### config.mk
export PLATFORM = sky130hd
export DESIGN_NAME = vm_image_loader_flat
export DESIGN_NICKNAME = d
export VERILOG_FILES = /design/src/rtl/vm_pkg.sv /design/src/rtl/vm_image_loader_if.sv /design/src/rtl/vm_word_counter.sv /design/src/rtl/vm_image_loader.sv /design/src/flat_wrapper.sv
export SDC_FILE = /design/constraint.sdc
export NUM_CORES = 1
export LEC_CHECK = 0
export ABC_AREA = 1
export BUFFER_PORTS_ARGS = -buffer_cell sky130_fd_sc_hd__buf_2
export CAP_MARGIN = 40
export CELL_PAD_IN_SITES_DETAIL_PLACEMENT = 1
export CELL_PAD_IN_SITES_GLOBAL_PLACEMENT = 2
export CORE_ASPECT_RATIO = 1.75
export CORE_MARGIN = 2
export CORE_UTILIZATION = 38
export CTS_BUF_LIST = sky130_fd_sc_hd__clkbuf_2 sky130_fd_sc_hd__clkbuf_4 sky130_fd_sc_hd__clkbuf_8
export DETAILED_ROUTE_END_ITERATION = 16
export MAX_ROUTING_LAYER = met4
export PLACE_DENSITY_LB_ADDON = 0.12
export SLEW_MARGIN = 20
export SYNTH_ARGS = -nofsm -noshare
export SYNTH_HDL_FRONTEND = slang
export SYNTH_HIERARCHICAL = 1
export SYNTH_SLANG_ARGS = --single-unit
### constraint.sdc
create_clock -name eo3 -period 3.3 [get_ports eo3]
set_clock_uncertainty 0.15 [all_clocks]
set_input_delay 0.495 -clock eo3 [delete_from_list [all_inputs] [get_ports eo3]]
set_output_delay 0.495 -clock eo3 [all_outputs]
set_load 0.02 [all_outputs]
### src/rtl/vm_pkg.sv
// Shared VM definitions: loader states, frame target codes, instruction field widths.
// Latency: n/a (types and constants only).
// Backpressure: n/a.
package vm_pkg;

    localparam int OPC_W  = 4;
    localparam int INSN_W = 12;

    typedef enum logic [2:0] {
        S_HUNT,
        S_TGT,
        S_ADDR,
        S_LEN,
        S_PHI,
        S_PLO,
        S_CSUM
    } loaderState_t;

    typedef enum logic [1:0] {
        TGT_PROG = 2'd0,
        TGT_DATA = 2'd1,
        TGT_RUN  = 2'd2
    } target_t;

    // Only codes 0..2 name a real target; anything wider is a framing error.
    function automatic logic tgtValid(input logic [7:0] b);
        return b <= {6'b0, TGT_RUN};
    endfunction

endpackage

### src/rtl/vm_image_loader_if.sv
// Host byte channel plus memory write ports and status of the image loader.
// Latency: n/a (wiring only).
// Backpressure: in_valid/in_ready handshake on the host byte channel.
interface vm_image_loader_if #(
    parameter int PAW = 8,
    parameter int DAW = 8
);
    import vm_pkg::*;

    logic [7:0]        in_data;
    logic              in_valid;
    logic              in_ready;
    logic              p_we;
    logic [PAW-1:0]    p_addr;
    logic [INSN_W-1:0] p_wdata;
    logic              d_we;
    logic [DAW-1:0]    d_addr;
    logic [7:0]        d_wdata;
    logic              core_hold;
    logic              busy;
    logic              err;
    logic [7:0]        frames_ok;

    modport master (
        output in_data, in_valid,
        input  in_ready, p_we, p_addr, p_wdata, d_we, d_addr, d_wdata,
        input  core_hold, busy, err, frames_ok
    );

    modport slave (
        input  in_data, in_valid,
        output in_ready, p_we, p_addr, p_wdata, d_we, d_addr, d_wdata,
        output core_hold, busy, err, frames_ok
    );
endinterface

### src/rtl/vm_word_counter.sv
// Loadable 9-bit remaining-word down-counter with zero flag, plus the wrapping write address.
// Latency: load/step take effect on the next clock edge.
// Backpressure: none; the owner steps it only on accepted payload words.
module vm_word_counter #(
    parameter int AW = 8
) (
    input  logic          clk,
    input  logic          rstN,
    input  logic [7:0]    loadVal,
    input  logic          ldAddr,
    input  logic          ldCnt,
    input  logic          step,
    output logic [AW-1:0] addr,
    output logic [8:0]    cnt,
    output logic          zero
);
    assign zero = (cnt == 9'd0);

    // Address and count load independently; a length byte of 0 means a full 256 words.
    always_ff @(posedge clk or negedge rstN) begin
        if (!rstN) begin
            addr <= '0;
            cnt  <= '0;
        end else begin
            if (ldAddr)
                addr <= AW'(loadVal);
            else if (step)
                addr <= addr + 1'b1;
            if (ldCnt)
                cnt <= (loadVal == 8'd0) ? 9'd256 : {1'b0, loadVal};
            else if (step)
                cnt <= cnt - 9'd1;
        end
    end
endmodule

### src/rtl/vm_image_loader.sv
// Framed byte-stream loader writing program/data memory images; holds the core until a good run frame.
// Latency: write strobe one cycle after the word-completing byte; core_hold changes one cycle after TGT/CSUM.
// Backpressure: never stalls the host; in_ready is high in every state once out of reset.
module vm_image_loader
    import vm_pkg::*;
#(
    parameter int         PAW  = 8,
    parameter int         DAW  = 8,
    parameter logic [7:0] SYNC = 8'hA5
) (
    input logic              eo3,
    input logic              nF3,
    vm_image_loader_if.slave bus
);
    localparam int AW = (PAW > DAW) ? PAW : DAW;

    loaderState_t     state;
    target_t          tgt;
    logic [7:0]       sum;
    logic [7:0]       sumNext;
    logic [OPC_W-1:0] hiNibble;
    logic             accept;
    logic             ctrLdAddr;
    logic             ctrLdCnt;
    logic             ctrStep;
    logic             ctrZero;
    logic [AW-1:0]    ctrAddr;
    logic [8:0]       ctrCnt;

    assign accept    = bus.in_valid && bus.in_ready;
    assign sumNext   = sum + bus.in_data;
    assign ctrLdAddr = accept && (state == S_ADDR);
    assign ctrLdCnt  = accept && (state == S_LEN);
    // The zero guard keeps a stray step from wrapping the count past the frame end.
    assign ctrStep   = accept && (state == S_PLO) && !ctrZero;
    assign bus.busy  = (state != S_HUNT);

    vm_word_counter #(.AW(AW)) u_counter (
        .clk     (eo3),
        .rstN    (nF3),
        .loadVal (bus.in_data),
        .ldAddr  (ctrLdAddr),
        .ldCnt   (ctrLdCnt),
        .step    (ctrStep),
        .addr    (ctrAddr),
        .cnt     (ctrCnt),
        .zero    (ctrZero)
    );

    // Frame parser: one accepted byte per transition, write strobes and status registered here.
    always_ff @(posedge eo3 or negedge nF3) begin
        if (!nF3) begin
            state         <= S_HUNT;
            tgt           <= TGT_PROG;
            sum           <= '0;
            hiNibble      <= '0;
            bus.in_ready  <= 1'b0;
            bus.p_we      <= 1'b0;
            bus.p_addr    <= '0;
            bus.p_wdata   <= '0;
            bus.d_we      <= 1'b0;
            bus.d_addr    <= '0;
            bus.d_wdata   <= '0;
            bus.core_hold <= 1'b1;
            bus.err       <= 1'b0;
            bus.frames_ok <= '0;
        end else begin
            bus.in_ready <= 1'b1;
            bus.p_we     <= 1'b0;
            bus.d_we     <= 1'b0;
            if (accept) begin
                case (state)
                    S_HUNT: begin
                        if (bus.in_data == SYNC) begin
                            state   <= S_TGT;
                            sum     <= '0;
                            bus.err <= 1'b0;
                        end
                    end
                    S_TGT: begin
                        sum <= sumNext;
                        if (!tgtValid(bus.in_data)) begin
                            bus.err <= 1'b1;
                            state   <= S_HUNT;
                        end else begin
                            tgt   <= target_t'(bus.in_data[1:0]);
                            state <= S_ADDR;
                            // Any reload halts the core before memory is touched.
                            if (bus.in_data[1:0] != TGT_RUN)
                                bus.core_hold <= 1'b1;
                        end
                    end
                    S_ADDR: begin
                        sum   <= sumNext;
                        state <= S_LEN;
                    end
                    S_LEN: begin
                        sum <= sumNext;
                        case (tgt)
                            TGT_PROG: state <= S_PHI;
                            TGT_DATA: state <= S_PLO;
                            default:  state <= S_CSUM;
                        endcase
                    end
                    S_PHI: begin
                        sum      <= sumNext;
                        hiNibble <= bus.in_data[OPC_W-1:0];
                        state    <= S_PLO;
                    end
                    S_PLO: begin
                        sum <= sumNext;
                        if (tgt == TGT_PROG) begin
                            bus.p_we    <= 1'b1;
                            bus.p_addr  <= ctrAddr[PAW-1:0];
                            bus.p_wdata <= {hiNibble, bus.in_data};
                        end else begin
                            bus.d_we    <= 1'b1;
                            bus.d_addr  <= ctrAddr[DAW-1:0];
                            bus.d_wdata <= bus.in_data;
                        end
                        if (ctrCnt == 9'd1)
                            state <= S_CSUM;
                        else
                            state <= (tgt == TGT_PROG) ? S_PHI : S_PLO;
                    end
                    S_CSUM: begin
                        if (sumNext == 8'd0) begin
                            bus.frames_ok <= bus.frames_ok + 8'd1;
                            if (tgt == TGT_RUN)
                                bus.core_hold <= 1'b0;
                        end else begin
                            bus.err <= 1'b1;
                        end
                        state <= S_HUNT;
                    end
                    default: state <= S_HUNT;
                endcase
            end
        end
    end
endmodule

### src/flat_wrapper.sv
// flat-port wrapper written by rule: the top's interface ports become plain ports
module vm_image_loader_flat import vm_pkg::*;
#(
    parameter int         PAW  = 8,
    parameter int         DAW  = 8,
    parameter logic [7:0] SYNC = 8'hA5
)
  (eo3, nF3, bus_in_data, bus_in_valid, bus_in_ready, bus_p_we, bus_p_addr, bus_p_wdata, bus_d_we, bus_d_addr, bus_d_wdata, bus_core_hold, bus_busy, bus_err, bus_frames_ok);
  vm_image_loader_if #(.PAW(PAW), .DAW(DAW)) bus_i ();
  input logic eo3;
  input logic nF3;
  input wire logic [$bits(bus_i.in_data)-1:0] bus_in_data;
  input wire logic [$bits(bus_i.in_valid)-1:0] bus_in_valid;
  output wire logic [$bits(bus_i.in_ready)-1:0] bus_in_ready;
  output wire logic [$bits(bus_i.p_we)-1:0] bus_p_we;
  output wire logic [$bits(bus_i.p_addr)-1:0] bus_p_addr;
  output wire logic [$bits(bus_i.p_wdata)-1:0] bus_p_wdata;
  output wire logic [$bits(bus_i.d_we)-1:0] bus_d_we;
  output wire logic [$bits(bus_i.d_addr)-1:0] bus_d_addr;
  output wire logic [$bits(bus_i.d_wdata)-1:0] bus_d_wdata;
  output wire logic [$bits(bus_i.core_hold)-1:0] bus_core_hold;
  output wire logic [$bits(bus_i.busy)-1:0] bus_busy;
  output wire logic [$bits(bus_i.err)-1:0] bus_err;
  output wire logic [$bits(bus_i.frames_ok)-1:0] bus_frames_ok;
  assign bus_i.in_data = bus_in_data;
  assign bus_i.in_valid = bus_in_valid;
  assign bus_in_ready = bus_i.in_ready;
  assign bus_p_we = bus_i.p_we;
  assign bus_p_addr = bus_i.p_addr;
  assign bus_p_wdata = bus_i.p_wdata;
  assign bus_d_we = bus_i.d_we;
  assign bus_d_addr = bus_i.d_addr;
  assign bus_d_wdata = bus_i.d_wdata;
  assign bus_core_hold = bus_i.core_hold;
  assign bus_busy = bus_i.busy;
  assign bus_err = bus_i.err;
  assign bus_frames_ok = bus_i.frames_ok;
  vm_image_loader #(.PAW(PAW), .DAW(DAW), .SYNC(SYNC)) u_core (.eo3(eo3), .nF3(nF3), .bus(bus_i));
endmodule
==> metrics.txt <==
post-route DRC violation count 0; critical path class flip-flop to flip-flop; Syn Nets 564; Worst Path Max Fanout 12; first-pass GRT wire length 20.0 mm; Synth top cells by count nand2_1, dfrtp_1, inv_1; via/cell ratio 5.12; Worst path slowest cell fa_1; DP Cell Count 729; # setup viols final 0; RSZ-0062 raised after global routing false; metal1 wirelength 4.79 mm; layout cells sized above 1 18.4%; CP cell instances ha_1 > fa_1 > inv_1 > nand2_1 > and2_1 > nor2_1 > inv_2 > nor2_1 > nand2_1 > nor2_2 > nand3_1 > nand2_1 > nand2_1; Initial Util 39.2%; DRT Pass-1 Iters 4; I/O pin cnt 61; post-synthesis sequential area ratio 47.5%; Highest Signal Layer met4; critical path's top delay family simple AND/OR/NAND/NOR gates; Gate Count Post-Synth 542; final hold violation count 0; count leader, synth nand2_1; Cell Pwr Density 749 nW/µm²; hold buffers post-CTS 0; aggregate global routing overflow 0; Distinct cells, synth 38; fin crit period 2.62 ns; Max Transition Viols Final 0; pin count of the biggest net entering global routing 52; startpoint types flip-flop; post-CTS sizing 0; DR WL met2 6.38 mm; Die ar. 12400 µm²; Min-Delay Path Class input port to asynchronous set/reset pin; Avg Cell Area, Syn 8.07 µm²; Worst path max stage delay 0.41 ns; WP data required 3.42 ns; Post-synth ARST share 100%; Worst slew margin 55.5%; Layout Nets 630; crit path buf inv count 2; # port buffers 60; GRT Total Usage 20.8%; top post-synthesis cells by area dfrtp_1, nand2_1, inv_1; final cycle utilization of the critical path 79.3%; post-route ant nets 0; Sink Count 83; gpl congestion 0.862; crit path DAT 2.73 ns; row count 51; vias 3815; crit path capture type flip-flop; H-tree depth 3; Post-Layout Cell Count 745; Clk pin slew, worst setup/hold paths 0.09 ns; peak supply drop 0.410 mV; Post-DP HPWL 9.05 mm; Post-CTS Setup Bufs 0; WL met3 349 µm; most frequent CP cell nand2_1; Pleak 2.61 nW; design area 5020 µm²; clock root buffer clkbuf_8; outcome finished, final reports clean; area grow syn2layout 14.7%; max capacitance violation total 0; CTS buffer count 9; top cell type's share of synthesized area 46.9%; Die Ht 146 µm; Synth area leader dfrtp_1; FMAX 382 MHz; core footprint 11200 µm²; Worst Max-Slew Pin Slew 0.668 ns; CTS tree yes; Yosys warnings 6; Cell Area, Placed 4810 µm²; chip width 85.1 µm; ant diodes 0; WL final 11.8 mm; main flop type after synthesis dfrtp_1; clk buf depth 2; setup tns final 0 ns; flops & latches, synth 83; number of global-route vias before repair 4043; initial antenna violation count 0; DR iter-0 viols 101; mapped cell area 4370 µm²; Post-synth EDFFs 0; post-DR wirelength/cell 15.8 µm; Clock Latency Late Sink 0.37 ns
-- layer usage --
| metal | GRT usage (%) | vias to the layer above |
|---|---|---|
| met5 | - | - |
| met1 | 23.1 | 1838 |
| met4 | 6.90 | 0 |
| li1 | - | 1899 |
| met3 | 3.18 | 17 |
| met2 | 37.4 | 61 |
-- sequential cells by signal, indices dropped and copies added (netlist names), 2 cells and up --
register / flops
u_core/sum: 8
u_core/bus.frames_ok: 8
u_core/bus.d_wdata: 8
u_core/bus.p_wdata: 12
u_core/u_counter/addr: 8
u_core/bus.d_addr: 8
u_core/hiNibble: 4
u_core/state: 3
u_core/bus.p_addr: 8
u_core/tgt: 2
u_core/u_counter/cnt: 9
-- final timing paths --
kind / endpoint / cells after the start / start / slack [ns]
worst min-delay path: u_core/bus.p_addr[7] / 1 / nF3 / 0.007
max in group asynchronous: u_core/bus.core_hold / 2 / nF3 / 2.22
worst max register to register: u_core/bus.frames_ok[3] / 13 / u_core/sum[0] / 0.68
worst max-delay path: u_core/bus.frames_ok[3] / 13 / u_core/sum[0] / 0.68
min in group eo3: u_core/u_counter/cnt[2] / 3 / bus_in_data[2] / 0.31
worst min register to register: u_core/bus.p_wdata[9] / 2 / u_core/bus.p_wdata[9] / 0.33
-- placed cells by master, fill, tap and decap left out, types with 2 or more instances in the layout --
master and instances:
inv_6 3, a22oi_1 8, o221ai_1 2, a21oi_1 6, o21ai_1 40, buf_2 59
clkinv_4 2, nand4_1 11, nor2_2 6, xnor2_1 6, dfrtp_1 82, o211ai_1 2
xor2_1 7, inv_1 63, buf_4 6, nand2_1 144, nor3_1 6, nand3_1 43
a21oi_2 2, nand3_2 2, o21ai_0 32, clkbuf_8 9, nor2_4 5, nor2_1 29
nand2_2 4, inv_2 8, ha_1 10
-- worst reg2reg max path: stages (launching register included) --
cell	delay (ns)
dfrtp_1	0.39
ha_1	0.21
fa_1	0.41
inv_1	0.07
nand2_1	0.04
and2_1	0.14
nor2_1	0.16
inv_2	0.04
nor2_1	0.09
nand2_1	0.07
nor2_2	0.36
nand3_1	0.22
nand2_1	0.11
nand2_1	0.05
-- cell type report --
class	count	area (µm²)
Tap cell	132	165
Sequential cell	83	2080
Inverter	73	279
Timing Repair Buffer	65	340
Clock inverter	7	83.8
Clock buffer	9	124
Multi-Input combinational cell	376	1950
Fill cell	1379	6150
-- cells by family (layout without fill, tap and decap cells) --
kind of cell / count (synthesis) / after routing / share of synthesized area, %
AOI/OAI and AO/OA: 94 / 94 / 11.8
xor gates and xnor gates: 13 / 13 / 2.60
adders and majority gates: 11 / 11 / 3.32
buffers and inverters: 83 / 154 / 7.95
DFF: 83 / 83 / 47.5
other: 1 / 1 / 0.0858
and+or+nand+nor: 257 / 257 / 26.7
-- through the flow --
stage / setup WS [ns] / util [%] / hold WS [ns] / total power [mW]
floorplan: 0.991 / - / 0.0494 / 2.55
global placement: 0.469 / 43.1 / 0.304 / 2.97
detailed placement: 0.391 / 43.1 / 0.312 / 3.03
CTS: 0.658 / 44.9 / 0.0196 / 3.81
global route: 0.336 / 44.9 / 0.0434 / 4.07
finish: 0.684 / 44.9 / 0.00655 / 3.76
-- where the power goes --
| part | internal [mW] | switching (mW) |
|---|---|---|
| combinational | 0.497 | 0.952 |
| sequential | 1.30 | 0.239 |
| clock | 0.363 | 0.411 |
| total | 2.16 | 1.60 |
Power figures use the tool's default switching activity.
